## src/rtl/fetch_pkg.sv

```systemverilog
// Shared types and constants for the fetch queue: one queue entry carries a fetched
// instruction plus the PC context decode needs.
package fetch_pkg;

  localparam int XLEN_DEFAULT = 32;
  localparam logic [31:0] NOP_INSTR = 32'h0000_0013;

  typedef struct packed {
    logic [XLEN_DEFAULT-1:0] pc;
    logic [XLEN_DEFAULT-1:0] pcPlus4;
    logic [31:0]             instr;
    logic                    predTaken;
    logic                    filled;
  } fetch_entry_t;

endpackage

```

## src/rtl/fetch_ring.sv

```systemverilog
// Circular entry store with head (pop), tail (alloc) and fill (oldest unfilled) pointers.
// Single-cycle registered updates; the caller guarantees alloc only when not full and fill only when unfilled>0.
module fetch_ring
  import fetch_pkg::*;
#(
  parameter int QDEPTH = 4
) (
  input  logic                       clk,
  input  logic                       rst,
  input  logic                       clear,
  input  logic                       alloc,
  input  logic [XLEN_DEFAULT-1:0]    allocPc,
  input  logic [XLEN_DEFAULT-1:0]    allocPcPlus4,
  input  logic                       allocPredTaken,
  input  logic                       fill,
  input  logic [31:0]                fillData,
  input  logic                       pop,
  output fetch_entry_t               headEntry,
  output logic [$clog2(QDEPTH):0]    count,
  output logic [$clog2(QDEPTH):0]    unfilled
);

  localparam int AW = $clog2(QDEPTH);

  fetch_entry_t     entries [QDEPTH];
  logic [AW:0]      headPtr;
  logic [AW:0]      tailPtr;
  logic [AW:0]      fillPtr;

  // Pointers carry one extra wrap bit so full and empty are distinguishable.
  assign count     = tailPtr - headPtr;
  assign unfilled  = tailPtr - fillPtr;
  assign headEntry = entries[headPtr[AW-1:0]];

  always_ff @(posedge clk) begin
    if (rst || clear) begin
      headPtr <= '0;
      tailPtr <= '0;
      fillPtr <= '0;
      for (int i = 0; i < QDEPTH; i++) entries[i] <= '0;
    end else begin
      if (alloc) begin
        entries[tailPtr[AW-1:0]] <= '{pc: allocPc, pcPlus4: allocPcPlus4, instr: NOP_INSTR,
                                       predTaken: allocPredTaken, filled: 1'b0};
        tailPtr <= tailPtr + 1'b1;
      end
      if (fill) begin
        entries[fillPtr[AW-1:0]].instr  <= fillData;
        entries[fillPtr[AW-1:0]].filled <= 1'b1;
        fillPtr <= fillPtr + 1'b1;
      end
      if (pop) begin
        entries[headPtr[AW-1:0]].filled <= 1'b0;
        headPtr <= headPtr + 1'b1;
      end
    end
  end

endmodule

```

## src/rtl/fetch_queue_unit.sv

```systemverilog
// In-order fetch queue with BTB-steered PC, multiple outstanding imem requests and redirect squash.
// Response in cycle N is visible to decode in N+1; issue stalls at full, decode stalls via decReady. Optional FETCH_PERF_CNT_EN adds perf counters.
module fetch_queue_unit
  import fetch_pkg::*;
#(
  parameter int              XLEN     = XLEN_DEFAULT,
  parameter int              QDEPTH   = 4,
  parameter logic [XLEN-1:0] RESET_PC = '0
) (
  input  logic                       clk,
  input  logic                       rst,
  output logic                       imemReqValid,
  input  logic                       imemReqReady,
  output logic [XLEN-1:0]            imemAddr,
  input  logic                       imemRspValid,
  input  logic [31:0]                imemRspData,
  input  logic                       predHit,
  input  logic [XLEN-1:0]            predTarget,
  input  logic                       redirectValid,
  input  logic [XLEN-1:0]            redirectPc,
  output logic                       decValid,
  input  logic                       decReady,
  output logic [31:0]                decInstr,
  output logic [XLEN-1:0]            decPc,
  output logic [XLEN-1:0]            decPcPlus4,
  output logic                       decPredTaken,
`ifdef FETCH_PERF_CNT_EN
  output logic [$clog2(QDEPTH):0]    occupancy,
  output logic [31:0]                perfStallCycles,
  output logic [31:0]                perfDropCount
`else
  output logic [$clog2(QDEPTH):0]    occupancy
`endif
);

  localparam int CW = $clog2(QDEPTH) + 1;

  logic [XLEN-1:0] pc;
  logic [XLEN-1:0] pcPlus4;
  logic [CW-1:0]   dropCnt;
  logic [CW-1:0]   count;
  logic [CW-1:0]   unfilled;
  fetch_entry_t    headEntry;
  logic            headValid;
  logic            reqFire;
  logic            rspDrop;
  logic            rspFill;
  logic            popFire;

  assign pcPlus4      = pc + XLEN'(4);
  assign imemReqValid = !rst && !redirectValid && (count < CW'(QDEPTH));
  assign reqFire      = imemReqValid && imemReqReady;
  assign rspDrop      = imemRspValid && (dropCnt != '0);
  assign rspFill      = imemRspValid && (dropCnt == '0) && (unfilled != '0);
  assign headValid    = headEntry.filled && (count != '0);
  assign decValid     = !rst && headValid && !redirectValid;
  assign popFire      = decValid && decReady;

  assign imemAddr     = rst ? '0 : pc;
  assign occupancy    = rst ? '0 : count;
  assign decInstr     = rst ? '0 : headEntry.instr;
  assign decPc        = rst ? '0 : XLEN'(headEntry.pc);
  assign decPcPlus4   = rst ? '0 : XLEN'(headEntry.pcPlus4);
  assign decPredTaken = rst ? 1'b0 : headEntry.predTaken;

  fetch_ring #(.QDEPTH(QDEPTH)) ring (
    .clk            (clk),
    .rst            (rst),
    .clear          (redirectValid),
    .alloc          (reqFire),
    .allocPc        (XLEN_DEFAULT'(pc)),
    .allocPcPlus4   (XLEN_DEFAULT'(pcPlus4)),
    .allocPredTaken (predHit),
    .fill           (rspFill),
    .fillData       (imemRspData),
    .pop            (popFire),
    .headEntry      (headEntry),
    .count          (count),
    .unfilled       (unfilled)
  );

  // On redirect every unfilled allocation becomes a response to throw away.
  always_ff @(posedge clk) begin
    if (rst) begin
      pc      <= RESET_PC;
      dropCnt <= '0;
    end else if (redirectValid) begin
      pc      <= redirectPc;
      dropCnt <= dropCnt + unfilled - CW'(rspDrop || rspFill);
    end else begin
      if (reqFire) pc <= predHit ? predTarget : pcPlus4;
      if (rspDrop) dropCnt <= dropCnt - 1'b1;
    end
  end

  assert property (@(posedge clk) disable iff (rst)
    !(imemRspValid && (dropCnt == '0) && (unfilled == '0)));

`ifdef FETCH_PERF_CNT_EN
  always_ff @(posedge clk) begin
    if (rst) begin
      perfStallCycles <= '0;
      perfDropCount   <= '0;
    end else begin
      if ((count == CW'(QDEPTH)) && !decValid && (perfStallCycles != '1))
        perfStallCycles <= perfStallCycles + 1'b1;
      if (rspDrop && (perfDropCount != '1))
        perfDropCount <= perfDropCount + 1'b1;
    end
  end
`endif

endmodule
```

## config.mk

```make
export PLATFORM = sky130hd
export DESIGN_NAME = fetch_queue_unit
export DESIGN_NICKNAME = d
export VERILOG_FILES = /design/src/rtl/fetch_pkg.sv /design/src/rtl/fetch_ring.sv /design/src/rtl/fetch_queue_unit.sv
export SDC_FILE = /design/constraint.sdc
export NUM_CORES = 1
export LEC_CHECK = 0
export CAP_MARGIN = 20
export CORE_ASPECT_RATIO = 0.8
export CORE_UTILIZATION = 46
export CTS_CLUSTER_SIZE = 16
export DETAILED_ROUTE_END_ITERATION = 6
export PLACE_DENSITY = 0.67
export SYNTH_ARGS = -nofsm -noshare
export SYNTH_HDL_FRONTEND = slang
export SYNTH_HIERARCHICAL = 1
export SYNTH_SLANG_ARGS = --single-unit
```

## constraint.sdc

```tcl
create_clock -name clk -period 18.2 [get_ports clk]
set_input_delay 4.55 -clock clk [delete_from_list [all_inputs] [get_ports clk]]
set_output_delay 4.55 -clock clk [all_outputs]
set_load 0.01 [all_outputs]
```

==> results.txt <==
----------------------------------------------------
[Synth]
  Post-Syn Instances ... 1595
  Sequential share of the synthesized area ... 58.9%
  Post-synth net total ... 1718
  Syn Area/Cell ... 13.5 sq um
  Proportion of register bits with asynchronous set or reset after synthesis ... 0%
  Cell type with the highest aggregate area in the netlist ... sky130_fd_sc_hd__edfxtp_1
  Cell types with the largest area share after synthesis ... sky130_fd_sc_hd__edfxtp_1 54%, sky130_fd_sc_hd__mux4_2 10%, sky130_fd_sc_hd__and2_1 9.1%, sky130_fd_sc_hd__dfxtp_1 4.7%, sky130_fd_sc_hd__nor2b_1 3.7%
  Most used flip-flop cell after synthesis ... sky130_fd_sc_hd__edfxtp_1
  Share of Yosys cell area claimed by the top area cell type ... 54.3%
  Number of enable flip-flop cells after synthesis ... 388
  Distinct cells, synth ... 73
  Mapped Area ... 21500 sq um
  Post-synthesis register bit count ... 438
  Number of warnings issued by yosys ... 6

[Placement]
  Detail Placement HPWL ... 33.5 mm
  Cell area after placement ... 24300 sq um
  Global placer's final weighted congestion ... 0.827
  DP Cell Count ... 2347
  Port-buffer cells ... 236

[Floorplan]
  Die area ... 47500 sq um
  Horizontal extent of the die ... 244 um
  Initial core utilization ... 46.8%
  Height of the die ... 195 um
  Count of boundary I/O pins ... 237
  Placement row count ... 70
  Core region area ... 45900 sq um

[Setup path]
  Endpoint required time on the critical path ... 13.65 ns
  Worst R2R End ... ring/entries[3][2]
  Critical Path End Type ... output port
  Worst setup startpoint ... rst
  Arr. time, crit path ... 6.97 ns
  Highest fanout seen on the critical path ... 100
  Cells along the critical path ... buf_6 -> buf_4 -> nor2_1 -> o311a_1 -> clkdlybuf4s50_1
  Classification of the worst setup path ... in2out
  Delay contributed by the slowest stage of the critical path ... 0.84 ns
  Startpoint of the lowest-slack register-to-register path ... ring/tailPtr[1]
  Setup crit start kind ... input pin
  Worst Reg2Reg Path Length in Cells ... 12
  Reg-to-reg slack, setup ... 13.55 ns
  Critical Path End ... decValid
  Critical-path cell with the highest stage delay ... sky130_fd_sc_hd__buf_4

[Final layout]
  Number of diodes added for antenna fixing ... 0
  Fill cell count ... 3734
  Proportion of layout cells with a drive suffix above 1 ... 12.3%
  Footprint of the multi-input gates ... 8140 sq um
  Area delta synth->final ... 19.3%
  Final cell area excluding filler cells ... 25600 sq um
  Area occupied by registers ... 12700 sq um
  Number of non-filler instances in the completed layout ... 2429
  Net count, final ... 1906
  Share of the core filled with cells in the final layout ... 55.8%

[Routing]
  Violation count after the first detailed-route iteration ... 1033
  Number of nets still failing antenna checks after routing ... 0
  Number of vias in the routed layout ... 13500
  Post-detailed-routing wire length ... 56.0 mm
  Vias per cell ... 5.57
  DRC ... 0
  Average wire per cell in the routed design ... 23.0 um
  Detailed-router iteration count before antenna repair ... 6

[STA]
  Final setup vio count ... 0
  Final setup TNS ... 0 ns
  Final Max Slew Viols ... 0
  Tcrit/Tclk final ... 63.3%
  Max Clock Freq ... 0.0868 GHz
  RSZ-0062 raised after global routing ... no
  Time the worst path needs with I/O delays and setup ... 11.52 ns
  Worst slew margin relative to its limit ... 25.9%
  Worst clock skew on the final layout ... 0.0308 ns
  Hold violation total from the final report ... 0
  Worst Tran Pin Value ... 1.11 ns

[Job]
  Max-cap check violation count ... 0

[Global routing]
  Global-route wire length before repair ... 85.1 mm
  GRT Resource Usage Total ... 23.8%
  Congestion Overflow GR ... 0
  Largest net degree at the start of global routing ... 101
  Antenna violations before repair ... 2
  Number of global-route vias before repair ... 14100

[Pwr]
  Pwr dens ... 86.5 nW/um^2
  Maximum VDD drop ... 69.2 uV
  Leak Pwr ... 9.65 nW

[Clock tree]
  Clock tree from TritonCTS ... yes
  Cells resized by post-CTS repair ... 0
  Clock-pin slew on the worst setup and hold paths ... 0.06 ns
  Clock insertion delay at the later pin of the skew report ... 0.59 ns
  Deepest clock path buffer count ... 3
  Clock root buffer ... sky130_fd_sc_hd__clkbuf_16
  Level count of the clock H-tree ... 2
  Clock Sinks ... 438
  Number of buffers inserted during clock tree synthesis ... 45
  Hold_buf cts ... 0
  Post CTS Setup Buffer Count ... 0

[Hold path]
  Hold Crit Class ... reg2reg

[Status]
  Result of the run ... finished clean

----------------------------------------------------
metal layers:
| metal | part of all wire [%] | track usage, % | wire length (um) | up-vias |
|---|---|---|---|---|
| li1 | - | - | - | 6179 |
| met1 | 43 | 32.6 | 23900 | 6813 |
| met2 | 49 | 39.0 | 27300 | 451 |
| met3 | 6.2 | 3.86 | 3470 | 86 |
| met4 | 2.2 | 7.13 | 1240 | 2 |
| met5 | 0.021 | 0 | 12 | - |
cells in the mapped netlist (3+ instances only):
cell type,count
sky130_fd_sc_hd__a21oi_1,34
sky130_fd_sc_hd__nand3_1,21
sky130_fd_sc_hd__buf_1,4
sky130_fd_sc_hd__buf_4,4
sky130_fd_sc_hd__nor3_1,11
sky130_fd_sc_hd__and4_1,4
sky130_fd_sc_hd__clkbuf_2,7
sky130_fd_sc_hd__or2_2,3
sky130_fd_sc_hd__and3_1,77
sky130_fd_sc_hd__a22oi_1,9
sky130_fd_sc_hd__mux2i_1,8
sky130_fd_sc_hd__nor2_1,53
sky130_fd_sc_hd__o31ai_1,5
sky130_fd_sc_hd__edfxtp_1,388
sky130_fd_sc_hd__o21ai_0,29
sky130_fd_sc_hd__a31oi_1,13
sky130_fd_sc_hd__or3_1,3
sky130_fd_sc_hd__xnor2_1,31
sky130_fd_sc_hd__inv_1,28
sky130_fd_sc_hd__o211ai_1,6
sky130_fd_sc_hd__mux4_2,98
sky130_fd_sc_hd__dfxtp_1,50
sky130_fd_sc_hd__o22ai_1,6
sky130_fd_sc_hd__ha_1,17
sky130_fd_sc_hd__a21o_1,8
sky130_fd_sc_hd__buf_6,11
sky130_fd_sc_hd__and4bb_2,3
sky130_fd_sc_hd__fa_1,3
sky130_fd_sc_hd__clkbuf_1,65
sky130_fd_sc_hd__nand4_1,11
sky130_fd_sc_hd__nand4_2,3
sky130_fd_sc_hd__nand2_1,39
sky130_fd_sc_hd__nand2b_1,8
sky130_fd_sc_hd__nor2b_1,128
sky130_fd_sc_hd__xor2_1,10
sky130_fd_sc_hd__and2_1,313
sky130_fd_sc_hd__buf_2,34
report_power, final:
group / leakage (nW) / switching, mW / internal (mW) / total (mW)
sequential: 4.75 / 0.0269 / 1.14 / 1.16
clock: 0.639 / 0.381 / 0.475 / 0.856
combinational: 4.27 / 0.106 / 0.0908 / 0.197
total: 9.65 / 0.514 / 1.70 / 2.22
kinds of logic after synthesis:
| family | share of synthesized area [%] |
|---|---|
| XOR/XNOR | 1.67 |
| adder cells (fa/ha/maj) | 1.27 |
| AND/OR/NAND/NOR | 19.9 |
| flip-flops | 58.9 |
| buffers and inverters | 3.46 |
| multiplexers | 10.7 |
| AO/OA/AOI/OAI | 4.08 |
stage by stage:
stage	hold WS (ns)	power, mW	worst slack [ns]
after floorplan	0.459	1.29	6.70
after global placement	0.481	1.38	6.84
after detailed placement	0.488	1.38	6.72
after CTS	0.503	2.23	6.71
after global routing	0.525	2.29	6.52
final	0.506	2.22	6.68
state kept, by name, summed over array words and instances (netlist names), named ones only:
signal,count
dropCnt,3
ring/entries,392
ring/tailPtr,3
ring/fillPtr,3
ring/headPtr,3
pc,32
final cells by class:
class	instances	share of cell area, %
clock inverter	13	0.293
clock buffer	68	4.89
sequential	438	49.4
tap	612	2.99
inverter	28	0.410
multi-input combinational	1003	31.8
timing repair buffer	267	10.2
cells in the final DEF, fill, tap and decap left out, types with 3 or more instances in the layout:
master / Yosys / routed
sky130_fd_sc_hd__buf_4: 4 / 29
sky130_fd_sc_hd__o21ai_0: 29 / 27
sky130_fd_sc_hd__or3_1: 3 / 3
sky130_fd_sc_hd__mux2i_1: 8 / 8
sky130_fd_sc_hd__or2_2: 3 / 3
sky130_fd_sc_hd__clkinv_2: 0 / 5
sky130_fd_sc_hd__a22oi_1: 9 / 9
sky130_fd_sc_hd__nand4_1: 11 / 11
sky130_fd_sc_hd__nand3_1: 21 / 21
sky130_fd_sc_hd__fa_1: 3 / 3
sky130_fd_sc_hd__nand4_2: 3 / 3
sky130_fd_sc_hd__o31ai_1: 5 / 5
sky130_fd_sc_hd__edfxtp_1: 388 / 388
sky130_fd_sc_hd__and3_1: 77 / 77
sky130_fd_sc_hd__and4bb_2: 3 / 3
sky130_fd_sc_hd__a21o_1: 8 / 8
sky130_fd_sc_hd__nand2b_1: 8 / 8
sky130_fd_sc_hd__o211ai_1: 6 / 6
sky130_fd_sc_hd__xor2_1: 10 / 10
sky130_fd_sc_hd__clkdlybuf4s50_1: 0 / 234
sky130_fd_sc_hd__nor3_1: 11 / 10
sky130_fd_sc_hd__dfxtp_1: 50 / 48
sky130_fd_sc_hd__a31oi_1: 13 / 13
sky130_fd_sc_hd__nor2b_1: 128 / 128
sky130_fd_sc_hd__mux4_2: 98 / 98
sky130_fd_sc_hd__and4_1: 4 / 4
sky130_fd_sc_hd__a21oi_1: 34 / 34
sky130_fd_sc_hd__nand2_1: 39 / 38
sky130_fd_sc_hd__clkbuf_1: 65 / 20
sky130_fd_sc_hd__clkinv_1: 0 / 5
sky130_fd_sc_hd__and2_1: 313 / 313
sky130_fd_sc_hd__xnor2_1: 31 / 31
sky130_fd_sc_hd__nor2_1: 53 / 51
sky130_fd_sc_hd__inv_1: 28 / 27
sky130_fd_sc_hd__ha_1: 17 / 17
sky130_fd_sc_hd__clkbuf_16: 0 / 46
sky130_fd_sc_hd__o22ai_1: 6 / 6
critical path, delay by kind of cell:
| family | cells | cell delay [ns] |
|---|---|---|
| buffers and inverters | 3 | 1.90 |
| AO/OA/AOI/OAI | 1 | 0.20 |
| AND/OR/NAND/NOR | 1 | 0.16 |
how the worst min path moves through the flow:
| stage | from | endpoint | slack (ns) | depth (start not counted) |
|---|---|---|---|---|
| 2_1_floorplan | ring/entries[1][0] | ring/entries[1][0] | 0.46 | 2 |
| 3_3_place_gp | ring/entries[0][0] | ring/entries[0][0] | 0.48 | 2 |
| 3_5_place_dp | ring/entries[1][0] | ring/entries[1][0] | 0.49 | 2 |
| 4_1_cts | ring/entries[1][0] | ring/entries[1][0] | 0.50 | 2 |
| 5_1_grt | ring/entries[1][0] | ring/entries[1][0] | 0.52 | 2 |
| 6_report | dropCnt[2] | dropCnt[2] | 0.51 | 2 |
Note: power is estimated with default switching activity, not from simulation.
